`src/rtl/adc_sample_arbiter.sv`:
```
// Round-robin arbiter that collects samples from one internal and three external ADCs
// into a per-channel sample bank, flagging fresh channels and signalling complete frames.
module adc_sample_arbiter #(
  parameter int unsigned DATA_W = 12,
  parameter int unsigned N_CH   = 13
) (
  input  logic                     clk,
  input  logic                     rst,
  input  logic [3:0]               req,
  input  logic [7:0]               ch_sel,
  input  logic [4*DATA_W-1:0]      data_in,
  output logic [3:0]               gnt,
  output logic [N_CH*DATA_W-1:0]   sample_bus,
  output logic [N_CH-1:0]          valid,
  output logic                     frame_done
);

  localparam int unsigned N_REQ = 4;
  localparam int unsigned CH_W  = (N_CH > 1) ? $clog2(N_CH) : 1;

  typedef enum logic {
    IDLE  = 1'b0,
    GRANT = 1'b1
  } state_e;

  state_e                   state_q, state_d;
  logic [1:0]               ptr_q, ptr_d;
  logic [1:0]               win_q, win_d;
  logic [CH_W-1:0]          ch_q, ch_d;
  logic [DATA_W-1:0]        data_q, data_d;
  logic [3:0]               gnt_q, gnt_d;
  logic [N_CH*DATA_W-1:0]   bus_q, bus_d;
  logic [N_CH-1:0]          valid_q, valid_d;
  logic                     frame_done_q, frame_done_d;

  logic                     win_found;
  logic [1:0]               win_idx;
  logic [1:0]               sel_field;
  logic [CH_W-1:0]          win_ch;

  // Round-robin search starting at ptr, plus channel mapping for the winner
  always_comb begin
    win_found = 1'b0;
    win_idx   = 2'd0;
    for (int i = 0; i < N_REQ; i++) begin
      if (!win_found && req[ptr_q + 2'(i)]) begin
        win_found = 1'b1;
        win_idx   = ptr_q + 2'(i);
      end
    end
    sel_field = ch_sel[2*win_idx +: 2];
    win_ch    = (win_idx == 2'd0) ? '0
              : CH_W'(1 + 4*(int'(win_idx) - 1) + int'(sel_field));
  end

  always_comb begin
    state_d      = state_q;
    ptr_d        = ptr_q;
    win_d        = win_q;
    ch_d         = ch_q;
    data_d       = data_q;
    gnt_d        = '0;
    bus_d        = bus_q;
    valid_d      = valid_q;
    frame_done_d = 1'b0;

    // A completed frame is announced for one cycle, then its valid flags are retired
    if (frame_done_q) valid_d = '0;

    case (state_q)
      IDLE: begin
        if (win_found) begin
          win_d          = win_idx;
          ch_d           = win_ch;
          data_d         = data_in[int'(win_idx)*DATA_W +: DATA_W];
          gnt_d[win_idx] = 1'b1;
          state_d        = GRANT;
        end
      end
      GRANT: begin
        if (int'(ch_q) < int'(N_CH)) begin
          bus_d[int'(ch_q)*DATA_W +: DATA_W] = data_q;
          valid_d[ch_q]                      = 1'b1;
        end
        frame_done_d = &valid_d;
        ptr_d        = win_q + 2'd1;
        state_d      = IDLE;
      end
      default: state_d = IDLE;
    endcase
  end

  always_ff @(posedge clk) begin
    if (rst) begin
      state_q      <= IDLE;
      ptr_q        <= '0;
      win_q        <= '0;
      ch_q         <= '0;
      data_q       <= '0;
      gnt_q        <= '0;
      bus_q        <= '0;
      valid_q      <= '0;
      frame_done_q <= 1'b0;
    end else begin
      state_q      <= state_d;
      ptr_q        <= ptr_d;
      win_q        <= win_d;
      ch_q         <= ch_d;
      data_q       <= data_d;
      gnt_q        <= gnt_d;
      bus_q        <= bus_d;
      valid_q      <= valid_d;
      frame_done_q <= frame_done_d;
    end
  end

  assign gnt        = gnt_q;
  assign sample_bus = bus_q;
  assign valid      = valid_q;
  assign frame_done = frame_done_q;

endmodule

```
`config.mk`:
```
export PLATFORM = sky130hd
export DESIGN_NAME = adc_sample_arbiter
export DESIGN_NICKNAME = d
export VERILOG_FILES = /design/src/rtl/adc_sample_arbiter.sv
export SDC_FILE = /design/constraint.sdc
export NUM_CORES = 1
export LEC_CHECK = 0
export ABC_AREA = 1
export BUFFER_PORTS_ARGS = -buffer_cell sky130_fd_sc_hd__buf_2
export CAP_MARGIN = 20
export CORE_ASPECT_RATIO = 1.5
export CORE_MARGIN = 2
export CORE_UTILIZATION = 54
export CTS_CLUSTER_SIZE = 24
export DETAILED_ROUTE_END_ITERATION = 8
export PLACE_DENSITY_LB_ADDON = 0.3
export SETUP_SLACK_MARGIN = 0.15
export SLEW_MARGIN = 20
export SYNTH_ARGS = -nofsm -noshare
export SYNTH_HDL_FRONTEND = slang
export SYNTH_SLANG_ARGS = --single-unit
```
`constraint.sdc`:
```
create_clock -name clk -period 4.4 [get_ports clk]
set_input_delay 0.88 -clock clk [delete_from_list [all_inputs] [get_ports clk]]
set_output_delay 0.88 -clock clk [all_outputs]
set_load 0.05 [all_outputs]
```
## Yosys cells after proc, flatten, opt, wreduce, memory -nomap -nowiden

Index checks and enable logic that the tools add are counted.

- Add/subtract/negate cells: 8
- Multipliers: 2
- Div/mod/pow operators: 0
- Order comparisons: 9
- Eq/ne operators: 0
- Shift-type cells: 4
- Mux-type cells: 28
- Bitwise gates (word level): 3
- Reductions and logical operators: 14

Operator list:

| operator | count |
|---|---|
| 156-bit bitwise mux | 1 |
| 12-bit by 34-bit variable shift with 156-bit output, first input constant | 1 |
| 12-bit by 34-bit variable part select with 156-bit output | 1 |
| 13-bit 2-to-1 mux | 4 |
| 48-bit by 7-bit variable part select with 12-bit output | 1 |
| 8-bit negator with 34-bit output | 1 |
| 2-bit by 3-bit less-than comparator with 1-bit output, second input constant | 5 |
| 13-bit bitwise OR | 1 |
| 13-bit AND reduction | 1 |
| 1-bit 2-to-1 mux | 11 |
| 1-bit binary-select mux with 2-bit select | 4 |
| 2-bit 2-to-1 mux | 4 |
| 8-bit by 4-bit variable part select with 2-bit output | 1 |
| 4-bit by 2-bit multiplier with 6-bit output, second input constant | 1 |
| 1-bit logical AND | 5 |
| 4-bit by 5-bit less-than comparator with 1-bit output, second input constant | 1 |
| 2-bit by 1-bit adder with 2-bit output, second input constant | 2 |
| 2-bit adder, second input constant | 2 |
| 2-bit by 4-bit adder with 4-bit output, first input constant | 1 |
| 4-bit by 3-bit adder with 4-bit output | 1 |
| 1-bit demux with 4-bit select | 1 |
| 4-bit by 1-bit >= comparator with 1-bit output, second input constant | 1 |
| 4-bit less-than comparator, second input constant | 1 |
| 2-bit by 2-bit multiplier with 4-bit output, second input constant | 1 |
| 11 further kinds | 15 |

- Flip-flop bits (word level): 195
- Bits in latches: 0
- Bits in writable memories: 0
- Bits in read-only memories: 0
- Input bits: 62
- Output and inout port bits: 174
- Memories: 0

## Depth between registers and ports, before layout

Gate-level depths: netlist of the first run.

- Depth after elaboration: 16
- Gate-level depth with buffers: 19

## Least setup slack after synthesis of the first run

Ideal clock, no wire load.

- Path type: reg2reg
- Start: reg ch_q[2]
- End: reg bus_q[10] (netlist: sample_bus[10])
- Setup time: 117 ps
- Arrival time: 3184 ps
- Path slack: 1100 ps
- Stages on the path, launching flop included: 19
- Clock period less this slack: 3300 ps
- Path through: dfxtp_1 -> clkbuf_1 -> inv_1 -> clkbuf_1 -> ha_1 -> inv_1 -> o21ai_2 -> xor2_1 -> nor2_1 -> ha_1 -> inv_1 -> clkbuf_1 -> nand3_1 -> nor2_2 -> nand2_2 -> nand2_2 -> nand2_1 -> o21ai_0 -> nor2_1

- Cells in the longest elaborated chain, start to end: 4
- Elaborated cells between the ends (all ways): 7

RTL lines:

| item | line | text |
|---|---|---|
| start, declared | 29 | `logic [CH_W-1:0] ch_q, ch_d;` |
| start signal, assigned | 108 | `ch_q <= ch_d;` |
| 4-bit by 2-bit multiplier with 6-bit output | 82 | `bus_d[int'(ch_q)*DATA_W +: DATA_W] = data_q;` |
| 8-bit negator with 34-bit output | 82 |  |
| 12-bit by 34-bit variable part select with 156-bit output or 12-bit by 34-bit variable shift with 156-bit output (tied branches) | 82 |  |
| 156-bit bitwise mux | 82 |  |
| end signal, assigned | 111 | `bus_q <= bus_d;` |
| end, declared | 32 | `logic [N_CH*DATA_W-1:0] bus_q, bus_d;` |

Several ways; a longest one is shown, not always the timed one.
A chain may end at the register's enable or synchronous reset.

## Worst setup path in the final report of the first run

- Start: reg ch_q[2]
- End: reg bus_q[59] (netlist: sample_bus[59])

Same word-level chain as after synthesis.

==> impl_metrics.json, run 1 <==
{
  "status": "finished, final reports clean",
  "drive_gt1_share_pct": 20.71,
  "fmax_mhz": 266.5,
  "worstPathRequired_ns": 4.74,
  "grt_pass1_vias": 9406,
  "routed_wl_um": 29610,
  "worst_pin_slew_ns": 0.9617,
  "num_antenna_cells": 0,
  "mappedNetlistNets": 1499,
  "grt.total_usage_pct": 30.06,
  "first_pass_iters": 5,
  "grt_max_degree": 112,
  "worstHoldEndpoint": "sample_bus[121]",
  "regArea_um2": 3905,
  "power_density_nw_per_um2": 733.1,
  "power.net_switching_uw": 4638,
  "irDropWorstVdd_mv": 0.4782,
  "insertion_delay_ns": 0.45,
  "reg2reg_slack_ns": 0.65,
  "syn-cell-area_um2": 9702,
  "slew_headroom_pct": 35.89,
  "cts_made_buffers": 17,
  "ant_nets": 0,
  "synth_edf_count": 0,
  "clkPwrFrac_pct": 19.5,
  "row_count": 60,
  "hold_viol": 0,
  "synthToLayoutAreaGrowth_pct": 19.98,
  "die_y_um": 168.2,
  "synth_cell_type_count": 42,
  "final_common_cell": "nand2_1",
  "synth_cells": 1420,
  "rsz0062_at_grt": "no",
  "timing.final.crit_share_pct": 85.30,
  "coreArea_um2": 17790,
  "yosysWarnings": 0,
  "grt_pass1_wl_um": 46200,
  "startpoint_type": "flip-flop",
  "critPathMaxFanout": 18,
  "cts_root_buf": "clkbuf_16",
  "worstRegToRegCells": 14,
  "antenna_found_initial": 0,
  "die-area_um2": 19080,
  "critPathArrivalTime_ns": 4.09,
  "final.setup.tns_ns": 0,
  "die_w_um": 113.4,
  "power_frac_comb_pct": 55.3,
  "fin_nets": 1708,
  "holdPathStages": 2,
  "skew_ns": 0.01381,
  "leakage_uw": 0.005592,
  "swShare_pct": 54.35,
  "pwr-share-seq_pct": 25.2,
  "fin_crit_ns": 3.753,
  "portBuffers": 235,
  "layout_common_cells": "nand2_1 (265), buf_2 (235), dfxtp_1 (194)",
  "cts_num_sinks": 195,
  "via_count": 10115,
  "finalMaxSlewViolations": 0,
  "synth.avg_cell_area_um2": 6.832,
  "r2r-start": "ch_q[2]",
  "avgViaCountPerCell": 5.441,
  "drv_cap": 0,
  "pre_cts_ws_ns": 0.4534,
  "drcViolationCount": 0,
  "worst_setup_hold_path_clk_slew_ns": 0.08,
  "fill_cells": 1674,
  "min_from": "sample_bus[121]",
  "ys.flop_type": "dfxtp_1",
  "gr-total-overflow": 0,
  "cts_tree": "done",
  "post_cts_buffers": 0,
  "min_path_type": "reg2reg",
  "multi_input_area_um2": 4926,
  "wl_per_cell_um": 15.93,
  "path_class": "reg2reg",
  "routabilityCongestion": 0.9884,
  "seq_area_frac_synth_pct": 40.24,
  "end_kind": "flip-flop",
  "drt_iter0_drc": 859,
  "fin_ws_ns": 0.6470,
  "internal_power_uw": 3896,
  "cts_htree_levels": 4,
  "ys_ff_latch": 195,
  "cts_buffer_depth": 2,
  "io_pins": 236,
  "r2r-end": "sample_bus[59]",
  "async_flop_share_pct": 0,
  "setup_violations": 0,
  "floorplan.initialDensity_pct": 54.53,
  "dpl.hpwl_um": 22320
}
-- cell usage after synthesis (3+ instances only) --
master | count | share of area, %
nand2_1 | 265 | 10
dfxtp_1 | 195 | 40
o21ai_0 | 189 | 9.7
nor2_1 | 179 | 6.9
a21oi_1 | 155 | 8.0
inv_1 | 152 | 5.9
nand3_1 | 66 | 3.4
clkbuf_1 | 32 | 1.2
nand4_1 | 19 | 1.2
ha_1 | 17 | 2.2
o22ai_1 | 17 | 1.1
nor2_2 | 16 | 1.0
buf_2 | 15 | 0.77
nor2_4 | 10 | 1.2
a31oi_1 | 9 | 0.58
inv_2 | 9 | 0.35
nand2_2 | 7 | 0.45
buf_1 | 6 | 0.23
mux2i_1 | 6 | 0.62
buf_4 | 5 | 0.39
nand3_2 | 5 | 0.52
nor3_1 | 5 | 0.26
o21ai_1 | 5 | 0.26
a32oi_1 | 4 | 0.36
clkinv_1 | 4 | 0.15
nand3b_1 | 4 | 0.31
nor4_1 | 3 | 0.19
xor2_1 | 3 | 0.27
-- critical path, stage by stage (launching register included) --
cell and delay (ns):
dfxtp_2 0.45, inv_1 0.22, ha_1 0.39, inv_1 0.06
o21ai_2 0.21, xor2_1 0.22, nor2_1 0.08, ha_2 0.48
inv_1 0.10, nor2_2 0.36, nand2_4 0.19, inv_2 0.30
nand3_1 0.28, o21ai_0 0.24, a21oi_1 0.06
-- flip-flops by register name, summed over array words and instances (netlist names) --
name	cells
valid	13
ch_q	4
data_q	12
sample_bus	156
ptr_q	2
state_q	1
win_q	2
frame_done	1
gnt	4
-- power groups by stage --
stage	logic [µW]	registers (µW)	clock network [µW]
after detailed placement	4630	2190	0
after global routing	5140	2180	1740
after CTS	4650	2150	1660
final	4720	2150	1660
after global placement	4580	2180	0
after floorplan	3000	2690	0
-- routing by layer --
metal / routed length, µm / GRT usage (%)
met5: 0 / 0
met4: 1080 / 12.51
met3: 1546 / 4.248
met2: 15080 / 54.00
met1: 11910 / 35.53
-- per-stage QoR --
step / util, % / total power, µW / area [µm²] / instances / hold WS, ns
detailed placement: 61.79 / 6822 / 10990 / 1827 / 0.4375
global placement: 61.79 / 6762 / 10990 / 1827 / 0.4314
floorplan: - / 5688 / 9702 / 1420 / 0.4517
global route: 65.42 / 9056 / 11640 / 1859 / 0.4705
finish: 65.42 / 8533 / 11640 / 1859 / 0.4474
CTS: 65.40 / 8462 / 11640 / 1859 / 0.4501
-- worst max path at each step --
stage | startpoint | endpoint | slack [ns] | cells after the start
after floorplan | ch_q[2] | sample_bus[10] | 1.10 | 18
after global routing | ch_q[2] | sample_bus[59] | 0.29 | 14
after global placement | ch_q[2] | sample_bus[38] | 0.61 | 15
after CTS | ch_q[2] | sample_bus[59] | 0.46 | 14
final | ch_q[2] | sample_bus[59] | 0.65 | 14
after detailed placement | ch_q[2] | sample_bus[59] | 0.45 | 14
-- final cells by class --
class / count / area share [%]
multi-input cells: 1002 / 42.32
flip-flops and latches: 195 / 33.55
repair buffers: 248 / 10.94
inverters: 165 / 5.332
clock buffers: 17 / 3.655
well taps: 217 / 2.333
clock inverters: 15 / 1.870
-- cell families (layout without fill, tap and decap cells) --
kind of cell	Yosys count	in the layout	synth area share [%]
AND/OR/NAND/NOR	584	584	26.33
AO/OA/AOI/OAI	389	389	20.98
buffers and inverters	223	445	9.015
flip-flops	195	195	40.24
adder cells (fa/ha/maj)	17	17	2.192
XOR/XNOR	6	6	0.6192
multiplexers	6	6	0.6191
-- what timing repair did --
action,CTS,global route
endpoints found under the setup margin,0,21
hold buffers,0,0
gates resized for setup,0,2
Note: power is estimated with default switching activity, not from simulation.
==> inputs of run 2 (changes only) <==
Settings changed: CORE_UTILIZATION 54 to 45, SKIP_CTS_REPAIR_TIMING from default to 1.
==> run 2 against run 1 <==
First-iteration DRC count decreased by 15%. Worst hold slack got worse by 0.0030 ns. Register-to-register slack improved by 0.07 ns. Total power decreased by 1.5%. Routed wire length increased by 2.1%. Global-route usage decreased by 3.4 points. Sequential share of layout area about the same. Cell count increased by 2.8%. Worst setup slack improved by 0.067 ns. Clock-buffer cell count unchanged. Sequential power about the same. Final area about the same. Largest power group unchanged. Highest routed layer unchanged.
==> impl_metrics.json, run 2 (same netlist as run 1, synthesis figures left out) <==
{
  "critPathArrivalTime_ns": 4.03,
  "die_y_um": 183.8,
  "drcViolationCount": 0,
  "first_pass_iters": 5,
  "die-area_um2": 22770,
  "largest_reg_flops": 156,
  "worstRegToRegCells": 12,
  "worst_setup_hold_path_clk_slew_ns": 0.08,
  "grt.total_usage_pct": 26.63,
  "gr-total-overflow": 0,
  "clkPwrFrac_pct": 18.0,
  "finalMaxSlewViolations": 0,
  "timing.final.crit_share_pct": 83.77,
  "swShare_pct": 54.78,
  "worstPathRequired_ns": 4.74,
  "num_antenna_cells": 0,
  "fin_nets": 1709,
  "die_w_um": 123.9,
  "power_density_nw_per_um2": 722.5,
  "via_count": 10074,
  "end_kind": "flip-flop",
  "r2r-end": "sample_bus[10]",
  "cts_root_buf": "clkbuf_16",
  "path_class": "reg2reg",
  "cts_num_sinks": 195,
  "insertion_delay_ns": 0.45,
  "setup_violations": 0,
  "min_from": "sample_bus[54]",
  "synthToLayoutAreaGrowth_pct": 19.93,
  "final.setup.tns_ns": 0,
  "critPathMaxFanout": 36,
  "multi_input_area_um2": 4923,
  "crit_start": "ch_q[2]",
  "grt_max_degree": 116,
  "fill_cells": 2174,
  "regArea_um2": 3904,
  "internal_power_uw": 3801,
  "leakage_uw": 0.005556,
  "cts_buffer_depth": 2,
  "hold_viol": 0,
  "cts_tree": "done",
  "floorplan.initialDensity_pct": 46.06,
  "total_power_uw": 8406,
  "worst_pin_slew_ns": 0.9924,
  "grt_pass1_vias": 9225,
  "final_common_cell": "nand2_1",
  "routabilityCongestion": 0.9896,
  "power_frac_comb_pct": 56.4,
  "endpoint": "sample_bus[10]",
  "cts_made_buffers": 17,
  "coreArea_um2": 21060,
  "rsz0062_at_grt": "no",
  "pwr-share-seq_pct": 25.6,
  "startpoint_type": "flip-flop",
  "fmax_mhz": 271.3,
  "power.net_switching_uw": 4605,
  "ant_nets": 0,
  "slew_headroom_pct": 33.84,
  "fin_crit_ns": 3.686,
  "routed_wl_um": 30230,
  "drive_gt1_share_pct": 20.63,
  "wl_per_cell_um": 15.82,
  "dpl.hpwl_um": 23260,
  "status": "finished, final reports clean",
  "antenna_found_initial": 0,
  "min_path_type": "reg2reg",
  "row_count": 65,
  "r2r-start": "ch_q[2]",
  "grt_pass1_wl_um": 47420,
  "cts_htree_levels": 4,
  "drt_iter0_drc": 732,
  "irDropWorstVdd_mv": 0.4058,
  "reg2reg_slack_ns": 0.71,
  "io_pins": 236,
  "avgViaCountPerCell": 5.272,
  "whs_ns": 0.4444,
  "portBuffers": 235,
  "drv_cap": 0,
  "skew_ns": 0.008512,
  "layout_common_cells": "nand2_1 (265), buf_2 (235), dfxtp_1 (195)"
}
==> run 2: final cells by class <==
type	instances	share of cell area (%)
Timing Repair Buffer	249	11.01
Multi-Input combinational cell	1002	42.32
Clock inverter	15	1.247
Sequential cell	195	33.55
Tap cell	268	2.882
Clock buffer	17	3.656
Inverter	165	5.334
==> run 2: per-stage QoR <==
stage	instance area (µm²)	std cells	utilization [%]	setup slack, ns
5_1_grt	11630	1911	55.24	0.2562
3_5_place_dp	11060	1879	52.53	0.7354
6_report	11630	1911	55.24	0.7141
3_3_place_gp	11060	1879	52.53	0.8923
2_1_floorplan	9702	1420	-	1.100
4_1_cts	11630	1911	55.24	0.7220
==> run 2: how the worst min path moves through the flow <==
stage | to | slack, ns | cells after the start
after floorplan | ptr_q[0] | 0.45 | 1
after global placement | sample_bus[91] | 0.43 | 2
after detailed placement | sample_bus[150] | 0.44 | 2
after CTS | sample_bus[150] | 0.45 | 2
after global routing | sample_bus[149] | 0.46 | 2
final | sample_bus[54] | 0.44 | 2
==> run 2: routing by layer <==
layer	global-route usage (%)	wire length (µm)	up-vias
li1	-	-	5086
met5	0	0	-
met3	5.211	1835	82
met1	31.01	11910	4528
met4	12.86	1276	0
met2	46.02	15200	378
==> run 2: worst max-delay path: stages (launching register included) <==
cell	delay, ns
dfxtp_1	0.54
inv_1	0.27
ha_1	0.40
xor2_1	0.28
nor2_1	0.11
inv_1	0.10
nand2_2	0.27
inv_2	0.59
nand4_1	0.28
nand2_1	0.32
nand2_1	0.15
o21ai_0	0.20
nor2_1	0.06
==> run 2: power by group through the flow <==
stage | Combinational, µW | Clock, µW | Sequential (µW)
floorplan | 3000 | 0 | 2690
global placement | 4660 | 0 | 2190
detailed placement | 4680 | 0 | 2190
CTS | 4690 | 1530 | 2150
global route | 5180 | 1610 | 2180
finish | 4740 | 1510 | 2150
==> inputs of run 3 (changes only) <==
Clock period 4.4 ns to 3.1 ns, I/O delays scaled along.
==> run 3 against run 2 <==
Routed wire length increased by 1.4%. Worst hold slack worse by 0.0017 ns. Worst setup slack worse by 0.49 ns. Cell count rose by 2.0%. Clock-buffer cell count is 1 higher.
==> impl_metrics.json, run 3 (same netlist as run 1, synthesis figures left out) <==
{
  "die_y_um": 183.8,
  "coreArea_um2": 21060,
  "r2r-end": "sample_bus[101]",
  "floorplan.initialDensity_pct": 46.06,
  "reg2reg_slack_ns": 0.23,
  "startpoint_type": "flip-flop",
  "die-area_um2": 22770,
  "min_from": "sample_bus[87]",
  "worstPathRequired_ns": 3.48,
  "critPathArrivalTime_ns": 3.25,
  "synthToLayoutAreaGrowth_pct": 25.91,
  "cts_root_buf": "clkbuf_16",
  "final_common_cell": "nand2_1",
  "cts_htree_levels": 4,
  "pre_cts_ws_ns": 0.04934,
  "row_count": 65,
  "gr-total-overflow": 0,
  "routabilityCongestion": 0.9808,
  "leakage_uw": 0.005776,
  "grt_pass1_vias": 9504,
  "grt_pass1_wl_um": 47380,
  "final.setup.tns_ns": 0,
  "insertion_delay_ns": 0.45,
  "setup_violations": 0,
  "drcViolationCount": 0,
  "grt_max_degree": 104,
  "critPathMaxFanout": 9,
  "power_density_nw_per_um2": 1065,
  "critPathSlowestCell": "dfxtp_4",
  "end_kind": "flip-flop",
  "worstHoldEndpoint": "sample_bus[87]",
  "crit_family": "simple AND/OR/NAND/NOR gates",
  "r2r-start": "ch_q[2]",
  "num_antenna_cells": 0,
  "avgViaCountPerCell": 5.270,
  "cp_slowest_stage_delay_ns": 0.38,
  "first_pass_iters": 5,
  "largest_reg_flops": 156,
  "routed_wl_um": 30650,
  "wl_per_cell_um": 15.72,
  "cts_num_sinks": 195,
  "dpl.hpwl_um": 23460,
  "min_path_type": "reg2reg",
  "drv_cap": 0,
  "grt.total_usage_pct": 26.52,
  "layout_common_cells": "nand2_1 (259), buf_2 (235), dfxtp_1 (192)",
  "worstRegToRegCells": 16,
  "portBuffers": 235,
  "holdPathStages": 2,
  "path_class": "reg2reg",
  "cts_tree": "done",
  "ant_nets": 0,
  "via_count": 10277,
  "io_pins": 236,
  "cts_made_buffers": 17,
  "status": "finished, final reports clean",
  "worst_pin_slew_ns": 0.6151,
  "fin_nets": 1748,
  "fin_ws_ns": 0.2280,
  "hold_viol": 0,
  "cts_buffer_depth": 2,
  "worst_setup_hold_path_clk_slew_ns": 0.07,
  "die_w_um": 123.9,
  "skew_ns": 0.009885,
  "drive_gt1_share_pct": 24.26,
  "drt_iter0_drc": 717,
  "fin_crit_ns": 2.872,
  "fmax_mhz": 348.2,
  "timing.final.crit_share_pct": 92.64,
  "worstPathCellList": "inv_1 > ha_4 > inv_1 > o21ai_4 > xor2_1 > nor2_1 > ha_1 > buf_6 > nand2_2 > nor2_4 > buf_4 > buf_4 > nand3_4 > nand2_1 > nand2_1 > nor2_1",
  "rsz0062_at_grt": "yes",
  "irDropWorstVdd_mv": 0.6559,
  "antenna_found_initial": 0,
  "fill_cells": 2071,
  "critical_path_buf_inv_count": 5,
  "slew_headroom_pct": 59.00,
  "finalMaxSlewViolations": 0
}
## run 3: changes by cell type in the layout (fill, tap and decap cells not counted), sizes merged
cell | before | now
buf | 249 | 288
clkbuf | 17 | 18
clkinv | 9 | 8
## run 3: metal layers
layer	track usage, %	up-vias	share of wire (%)
li1	-	5162	-
met1	30.79	4664	39
met5	0	-	0
met3	4.777	81	5.8
met2	46.59	370	51
met4	12.09	0	3.8
## run 3: final cells by class
type	instances	area (µm²)	area share [%]
repair buffers	288	1603	13.12
multi-input cells	1002	5167	42.30
inverters	165	626.9	5.132
clock buffers	18	429.2	3.513
flip-flops and latches	195	3910	32.01
well taps	268	335.3	2.745
clock inverters	14	143.9	1.178
## run 3: per-stage QoR
step                      util, %  power [µW]  cell area [µm²]  instances  hold slack, ns
after global placement      53.75       10220            11320       1907          0.4308
after floorplan                 -        8142             9752       1420          0.4517
after CTS                   56.47       12390            11900       1939          0.4431
final                       57.99       13010            12220       1950          0.4426
after global routing        57.99       13870            12220       1950          0.4602
after detailed placement    53.75       10250            11320       1907          0.4321
## run 3: tightest hold or removal path: cells and delay by family, from the launching register on
family,cells,cell delay (ns)
compound gates,1,0.05
flops,1,0.31
buf+inv,1,0.04
## run 3: report_power, final
part	switching, µW	internal [µW]	leakage, µW
registers	210	2830	0.00158
logic	5710	2120	0.00393
clock network	1070	1070	0.000271
## run 3: how the worst max path moves through the flow
stage / start / to / cells past startpoint
3_3_place_gp: ch_q[1] / sample_bus[132] / 15
5_1_grt: ch_q[1] / sample_bus[114] / 15
3_5_place_dp: ch_q[1] / sample_bus[132] / 15
4_1_cts: ch_q[1] / sample_bus[132] / 15
2_1_floorplan: ch_q[2] / sample_bus[10] / 18
6_report: ch_q[2] / sample_bus[101] / 16
